## config.mk

```make
export PLATFORM = sky130hd
export DESIGN_NAME = mem_arbiter
export DESIGN_NICKNAME = d
export VERILOG_FILES = /design/src/rtl/mem_arbiter.sv
export SDC_FILE = /design/constraint.sdc
export NUM_CORES = 1
export LEC_CHECK = 0
export BUFFER_PORTS_ARGS = -buffer_cell sky130_fd_sc_hd__buf_2
export CORE_AREA = 2 2 207 209
export DETAILED_ROUTE_END_ITERATION = 12
export DIE_AREA = 0 0 209 211
export GPL_TIMING_DRIVEN = 0
export PLACE_DENSITY = 0.43
export SYNTH_ARGS = -nofsm -noshare
export SYNTH_HDL_FRONTEND = slang
export SYNTH_SLANG_ARGS = --single-unit
```

## constraint.sdc

```tcl
create_clock -name clock -period 1.7 [get_ports clock]
set_clock_uncertainty 0.15 [all_clocks]
set_input_delay 0.17 -clock clock [delete_from_list [all_inputs] [get_ports clock]]
set_output_delay 0.17 -clock clock [all_outputs]
set_load 0.005 [all_outputs]
```

## src/rtl/mem_arbiter.sv

```systemverilog
// Two-requester arbiter and sequencer for the single-ported unified memory.
// Fetch and load/store alternate on ties; misaligned requests complete without touching memory.
module mem_arbiter #(
    parameter int ADDR_W  = 64,
    parameter int DATA_W  = 64,
    parameter int MEM_LAT = 2
) (
    input  logic              clock,
    input  logic              reset,
    input  logic              if_req,
    input  logic [ADDR_W-1:0] if_addr,
    output logic              if_ack,
    output logic              if_err,
    output logic [DATA_W-1:0] if_rdata,
    input  logic              d_req,
    input  logic              d_we,
    input  logic [ADDR_W-1:0] d_addr,
    input  logic [DATA_W-1:0] d_wdata,
    output logic              d_ack,
    output logic              d_err,
    output logic [DATA_W-1:0] d_rdata,
    output logic              mem_en,
    output logic              mem_we,
    output logic [ADDR_W-1:0] mem_addr,
    output logic [DATA_W-1:0] mem_wdata,
    input  logic [DATA_W-1:0] mem_rdata,
    output logic              stall
);

    localparam int CNT_W = (MEM_LAT > 1) ? $clog2(MEM_LAT) : 1;
    localparam logic [CNT_W-1:0] CNT_LOAD = CNT_W'(MEM_LAT - 1);
    localparam logic [CNT_W-1:0] CNT_ZERO = {CNT_W{1'b0}};
    localparam logic [CNT_W-1:0] CNT_ONE  = CNT_W'(1);
    localparam logic GRANT_FETCH = 1'b0;
    localparam logic GRANT_DATA  = 1'b1;

    typedef enum logic [1:0] {
        IDLE   = 2'd0,
        ACCESS = 2'd1,
        DONE   = 2'd2
    } state_t;

    state_t            state_r;
    state_t            state_next_s;
    logic              last_grant_r;
    logic              owner_r;
    logic [CNT_W-1:0]  cnt_r;
    logic              grant_s;
    logic              grant_d_s;
    logic              misalign_s;

    logic              if_ack_r;
    logic              if_err_r;
    logic [DATA_W-1:0] if_rdata_r;
    logic              d_ack_r;
    logic              d_err_r;
    logic [DATA_W-1:0] d_rdata_r;
    logic              mem_en_r;
    logic              mem_we_r;
    logic [ADDR_W-1:0] mem_addr_r;
    logic [DATA_W-1:0] mem_wdata_r;

    // Instructions are 32 bits; address bit 2 picks the half of the 64-bit word.
    function automatic logic [DATA_W-1:0] fetch_word(input logic upper, input logic [DATA_W-1:0] word);
        if (upper) begin
            fetch_word = {{(DATA_W-32){1'b0}}, word[63:32]};
        end else begin
            fetch_word = {{(DATA_W-32){1'b0}}, word[31:0]};
        end
    endfunction

    // Next-state logic and grant decision.
    always_comb begin
        state_next_s = state_r;
        grant_s      = 1'b0;
        grant_d_s    = GRANT_FETCH;
        misalign_s   = 1'b0;
        case (state_r)
            IDLE: begin
                if (if_req && (!d_req || (last_grant_r == GRANT_DATA))) begin
                    grant_s    = 1'b1;
                    grant_d_s  = GRANT_FETCH;
                    misalign_s = (if_addr[1:0] != 2'b00);
                end else if (d_req) begin
                    grant_s    = 1'b1;
                    grant_d_s  = GRANT_DATA;
                    misalign_s = (d_addr[2:0] != 3'b000);
                end else begin
                    grant_s    = 1'b0;
                end
                if (grant_s) begin
                    state_next_s = misalign_s ? DONE : ACCESS;
                end else begin
                    state_next_s = IDLE;
                end
            end
            ACCESS: begin
                if (cnt_r == CNT_ZERO) begin
                    state_next_s = DONE;
                end else begin
                    state_next_s = ACCESS;
                end
            end
            DONE:    state_next_s = IDLE;
            default: state_next_s = IDLE;
        endcase
    end

    // State register.
    always_ff @(posedge clock) begin
        if (reset) begin
            state_r <= IDLE;
        end else begin
            state_r <= state_next_s;
        end
    end

    // Grant latching, access sequencing, read-data capture and registered outputs.
    always_ff @(posedge clock) begin
        if (reset) begin
            last_grant_r <= GRANT_DATA;
            owner_r      <= GRANT_FETCH;
            cnt_r        <= CNT_ZERO;
            if_ack_r     <= 1'b0;
            if_err_r     <= 1'b0;
            if_rdata_r   <= {DATA_W{1'b0}};
            d_ack_r      <= 1'b0;
            d_err_r      <= 1'b0;
            d_rdata_r    <= {DATA_W{1'b0}};
            mem_en_r     <= 1'b0;
            mem_we_r     <= 1'b0;
            mem_addr_r   <= {ADDR_W{1'b0}};
            mem_wdata_r  <= {DATA_W{1'b0}};
        end else begin
            if_ack_r <= 1'b0;
            if_err_r <= 1'b0;
            d_ack_r  <= 1'b0;
            d_err_r  <= 1'b0;
            case (state_r)
                IDLE: begin
                    if (grant_s) begin
                        last_grant_r <= grant_d_s;
                        owner_r      <= grant_d_s;
                        if (misalign_s) begin
                            if_ack_r <= ~grant_d_s;
                            if_err_r <= ~grant_d_s;
                            d_ack_r  <= grant_d_s;
                            d_err_r  <= grant_d_s;
                        end else begin
                            cnt_r       <= CNT_LOAD;
                            mem_en_r    <= 1'b1;
                            mem_we_r    <= grant_d_s & d_we;
                            mem_addr_r  <= grant_d_s ? d_addr : if_addr;
                            mem_wdata_r <= grant_d_s ? d_wdata : {DATA_W{1'b0}};
                        end
                    end
                end
                ACCESS: begin
                    if (cnt_r == CNT_ZERO) begin
                        mem_en_r <= 1'b0;
                        mem_we_r <= 1'b0;
                        if (owner_r == GRANT_DATA) begin
                            d_ack_r <= 1'b1;
                            // Stores keep the previous load data.
                            if (!mem_we_r) begin
                                d_rdata_r <= mem_rdata;
                            end
                        end else begin
                            if_ack_r   <= 1'b1;
                            if_rdata_r <= fetch_word(mem_addr_r[2], mem_rdata);
                        end
                    end else begin
                        cnt_r <= cnt_r - CNT_ONE;
                    end
                end
                DONE: begin
                    cnt_r <= CNT_ZERO;
                end
                default: begin
                    cnt_r <= CNT_ZERO;
                end
            endcase
        end
    end

    assign if_ack    = if_ack_r;
    assign if_err    = if_err_r;
    assign if_rdata  = if_rdata_r;
    assign d_ack     = d_ack_r;
    assign d_err     = d_err_r;
    assign d_rdata   = d_rdata_r;
    assign mem_en    = mem_en_r;
    assign mem_we    = mem_we_r;
    assign mem_addr  = mem_addr_r;
    assign mem_wdata = mem_wdata_r;
    assign stall     = (if_req & ~if_ack_r) | (d_req & ~d_ack_r);

endmodule

```

==> summary.md <==
| Metric | Value |
|---|---|
| Outcome | finished, violations left |
| Failing checks | negative setup slack |
| Post-DP HPWL | 30610 um |
| Total of fill cells in the finished design | just over 4000 |
| CTS max path bufs | 3 |
| RD Place Congestion | ~0.86 |
| Cts bufs inserted | 29 |
| Number of port buffers | 490 |
| Num Clock Sinks | 235 |
| Die H | roughly 210 um |
| Cell accounting for the most synthesized area | dfxtp_1 |
| FMAX | approximately 510 MHz |
| Synth top area cells | dfxtp_1, mux2i_1, a211oi_1 |
| Crit start category | flop |
| Initial cell density of the core | a little over a fifth |
| WP data required | between 1500 and 2000 ps |
| MaxCap Viol Count | 0 |
| Die X-Extent | ~210 um |
| Commonest cells after routing, fill and taps aside | buf_2, dlygate4sd3_1, dfxtp_1 |
| Largest net degree at the start of global routing | 16 |
| Final hold violation count | 0 |
| Initial DRC Count | about 310 |
| Hold WC Path Type | input port to flop |
| Core area | approximately 42000 um2 |
| Synth Warn # | 0 |
| Synthesized area | around 9100 um2 |
| Root buf cell | clkbuf_16 |
| Max-slew headroom | 43.08% |
| DP Area | approximately 12000 um2 |
| Placement Rows | 75 |
| Worst-Margin Slew | ~850 ps |
| Final WS setup | -272.1 ps |
| RR Startpoint | state_r[1] |
| IO Pins | around 520 |
| Tcrit/Tclk final | 116.0% |
| Pwr Density | slightly above 900 nW/um2 |
| Area grow syn2layout | 98.96% |
| Setup crit end kind | flop |
| Fin area | roughly 18000 um2 |
| Vias per cell | roughly 4.4 |
| Internal | between 10 and 15 mW |
| Switch share | ~28% |
| Final period demand of the worst path | around 2000 ps |
| Worst skew pair latency | around 570 ps |
| Vias in the first global route | between 10000 and 15000 |
| Critical Path Fanout Max | 10 |
| Avg WL per Cell | roughly 19 um |
| Setup violations, final | approximately 230 |
| CP Class | flop to flop |
| Cell depth of the worst flop-to-flop path | 7 |
| Post-synth top area share | 51.54% |
| Final Max Tran Viols | 0 |
| Max H-tree Level | 1 |
| Cell count after synthesis | ~940 |
| DRT Pass-1 Iters | 4 |
| Clk pwr share | 36.7% |
| Switch Pwr | ~4.7 mW |
| Clock-pin slew on the worst setup and hold paths | approximately 60 ps |
| CP startpoint | state_r[1] |
| Yosys reg bits | between 200 and 250 |
| Crit path DAT | ~2200 ps |
| Total GRT Usage | 18.00% |
| DR vias | around 10000 |
| Startpoint of the worst hold path | d_req |
| Seq/Total Area, Yosys | 51.54% |
| Sequential share of power | a little under two fifths |
| Share of layout cells above drive strength 1 | about 45% |
| Total leakage power | ~8.3 nW |
| Mean Syn Cell Area | approximately 10 um2 |
| RSZ-0062 raised after global routing | true |
| Post-route DRC | 0 |
| Post-synth cell types | 33 |
| Total Nets Final | around 2100 |
| Final antenna-violating net count | 0 |
| Total gr overflow | 0 |
| Routed wire length | approximately 45000 um |
| Hold path cells | 5 |
| Comb power frac | roughly a quarter |
| Initial antenna violation count | 3 |
| First-pass GRT wire length | a little over 60000 um |
| VDD IR max | roughly 0.58 mV |
| Most common cell after layout, fill and taps aside | buf_2 |
| Die Area | roughly 44000 um2 |
| Setup Total Neg Slack | -30180 ps |
| CTS tree | yes |
power groups by stage:
stage	Combinational [mW]	Clock, mW	Sequential (mW)
5_1_grt	4.58	6.49	6.19
6_report	4.28	6.04	6.15
4_1_cts	3.25	6.25	6.14
3_3_place_gp	2.63	0	6.24
3_5_place_dp	2.63	0	6.25
2_1_floorplan	1.33	0	6.25
area by class of cell:
type / count / area (um2) / area share, %
buffer: 117 / 1221 / 6.724
antenna: 1 / 2.502 / 0.01378
tap: 539 / 674.4 / 3.713
timing repair buffer: 809 / 6116 / 33.67
sequential: 235 / 4716 / 25.96
inverter: 3 / 11.26 / 0.06200
clock buffer: 43 / 838.3 / 4.616
clock inverter: 9 / 92.59 / 0.5098
multi-input combinational: 614 / 4491 / 24.72
critical path: stages, from the launching register on:
cell     delay (ps)
dfxtp_4         340
or3b_1          380
buf_6           140
or3_4           370
buf_12          170
buf_6           140
nand2_1          70
a21oi_1          60
routing by layer:
layer	part of all wire, %	GRT usage (%)
met5	0	0
met4	3.8	7.020
met3	5.9	4.074
met2	49	31.78
met1	41	21.18
path summary, 6_finish.rpt:
kind	to	slack [ps]
worst max-delay path	d_rdata[9]	-270
worst min register to register	d_rdata[54]	300
worst max register to register	d_rdata[9]	-270
worst min-delay path	if_err	60
per-stage QoR:
step	total power, mW	cells	utilization, %	hold WS (ps)	setup WS [ps]
6_report	16.47	2370	43.49	62.65	-272.1
5_1_grt	17.27	2370	43.49	58.50	-323.0
4_1_cts	15.63	2315	38.74	-118.6	-255.3
3_5_place_dp	8.879	1999	29.65	234.7	-741.7
3_3_place_gp	8.867	1999	29.65	230.9	-755.4
2_1_floorplan	7.578	970	-	145.5	-104.5
cells in the mapped netlist:
library cell / count
a211oi_1: 94
buf_6: 6
a32oi_2: 1
conb_1: 1
a32o_1: 1
o21a_1: 1
nor3b_1: 1
clkbuf_1: 32
nand4b_1: 1
nor3_1: 1
buf_1: 2
nor4b_1: 1
nor3_4: 1
o22ai_1: 2
inv_1: 3
and2_1: 6
o21ai_0: 1
a21boi_1: 1
buf_4: 43
nand3b_1: 2
nor2_1: 36
nor4_1: 1
dfxtp_1: 235
nand2_1: 134
a21oi_1: 132
or2_2: 2
nand3_1: 1
or3b_1: 1
a22o_1: 63
nand2b_1: 1
buf_2: 35
or3_1: 2
mux2i_1: 95
sequential cells by signal (all words and copies together), names as in the netlist, 2 cells and up:
name	cells
d_rdata	64
mem_wdata	64
if_rdata	32
state_r	2
mem_addr	64
kinds of logic after synthesis:
family | after synthesis | share of synthesized area [%]
AOI/OAI and AO/OA | 296 | 21.66
DFF | 235 | 51.54
other | 1 | 0.04108
and+or+nand+nor | 191 | 8.635
buffers and inverters | 121 | 7.717
muxes | 95 | 10.42
repair_timing:
item / CTS / global route
buffers inserted: 9 / 24
gates cloned: 0 / 30
hold buffers: 256 / 0
hold endpoints to repair: 227 / 0
endpoints found under the setup margin: 234 / 232
gates resized for setup: 70 / 291
pin swaps: 2 / 93
(Power assumes the default switching activity.)
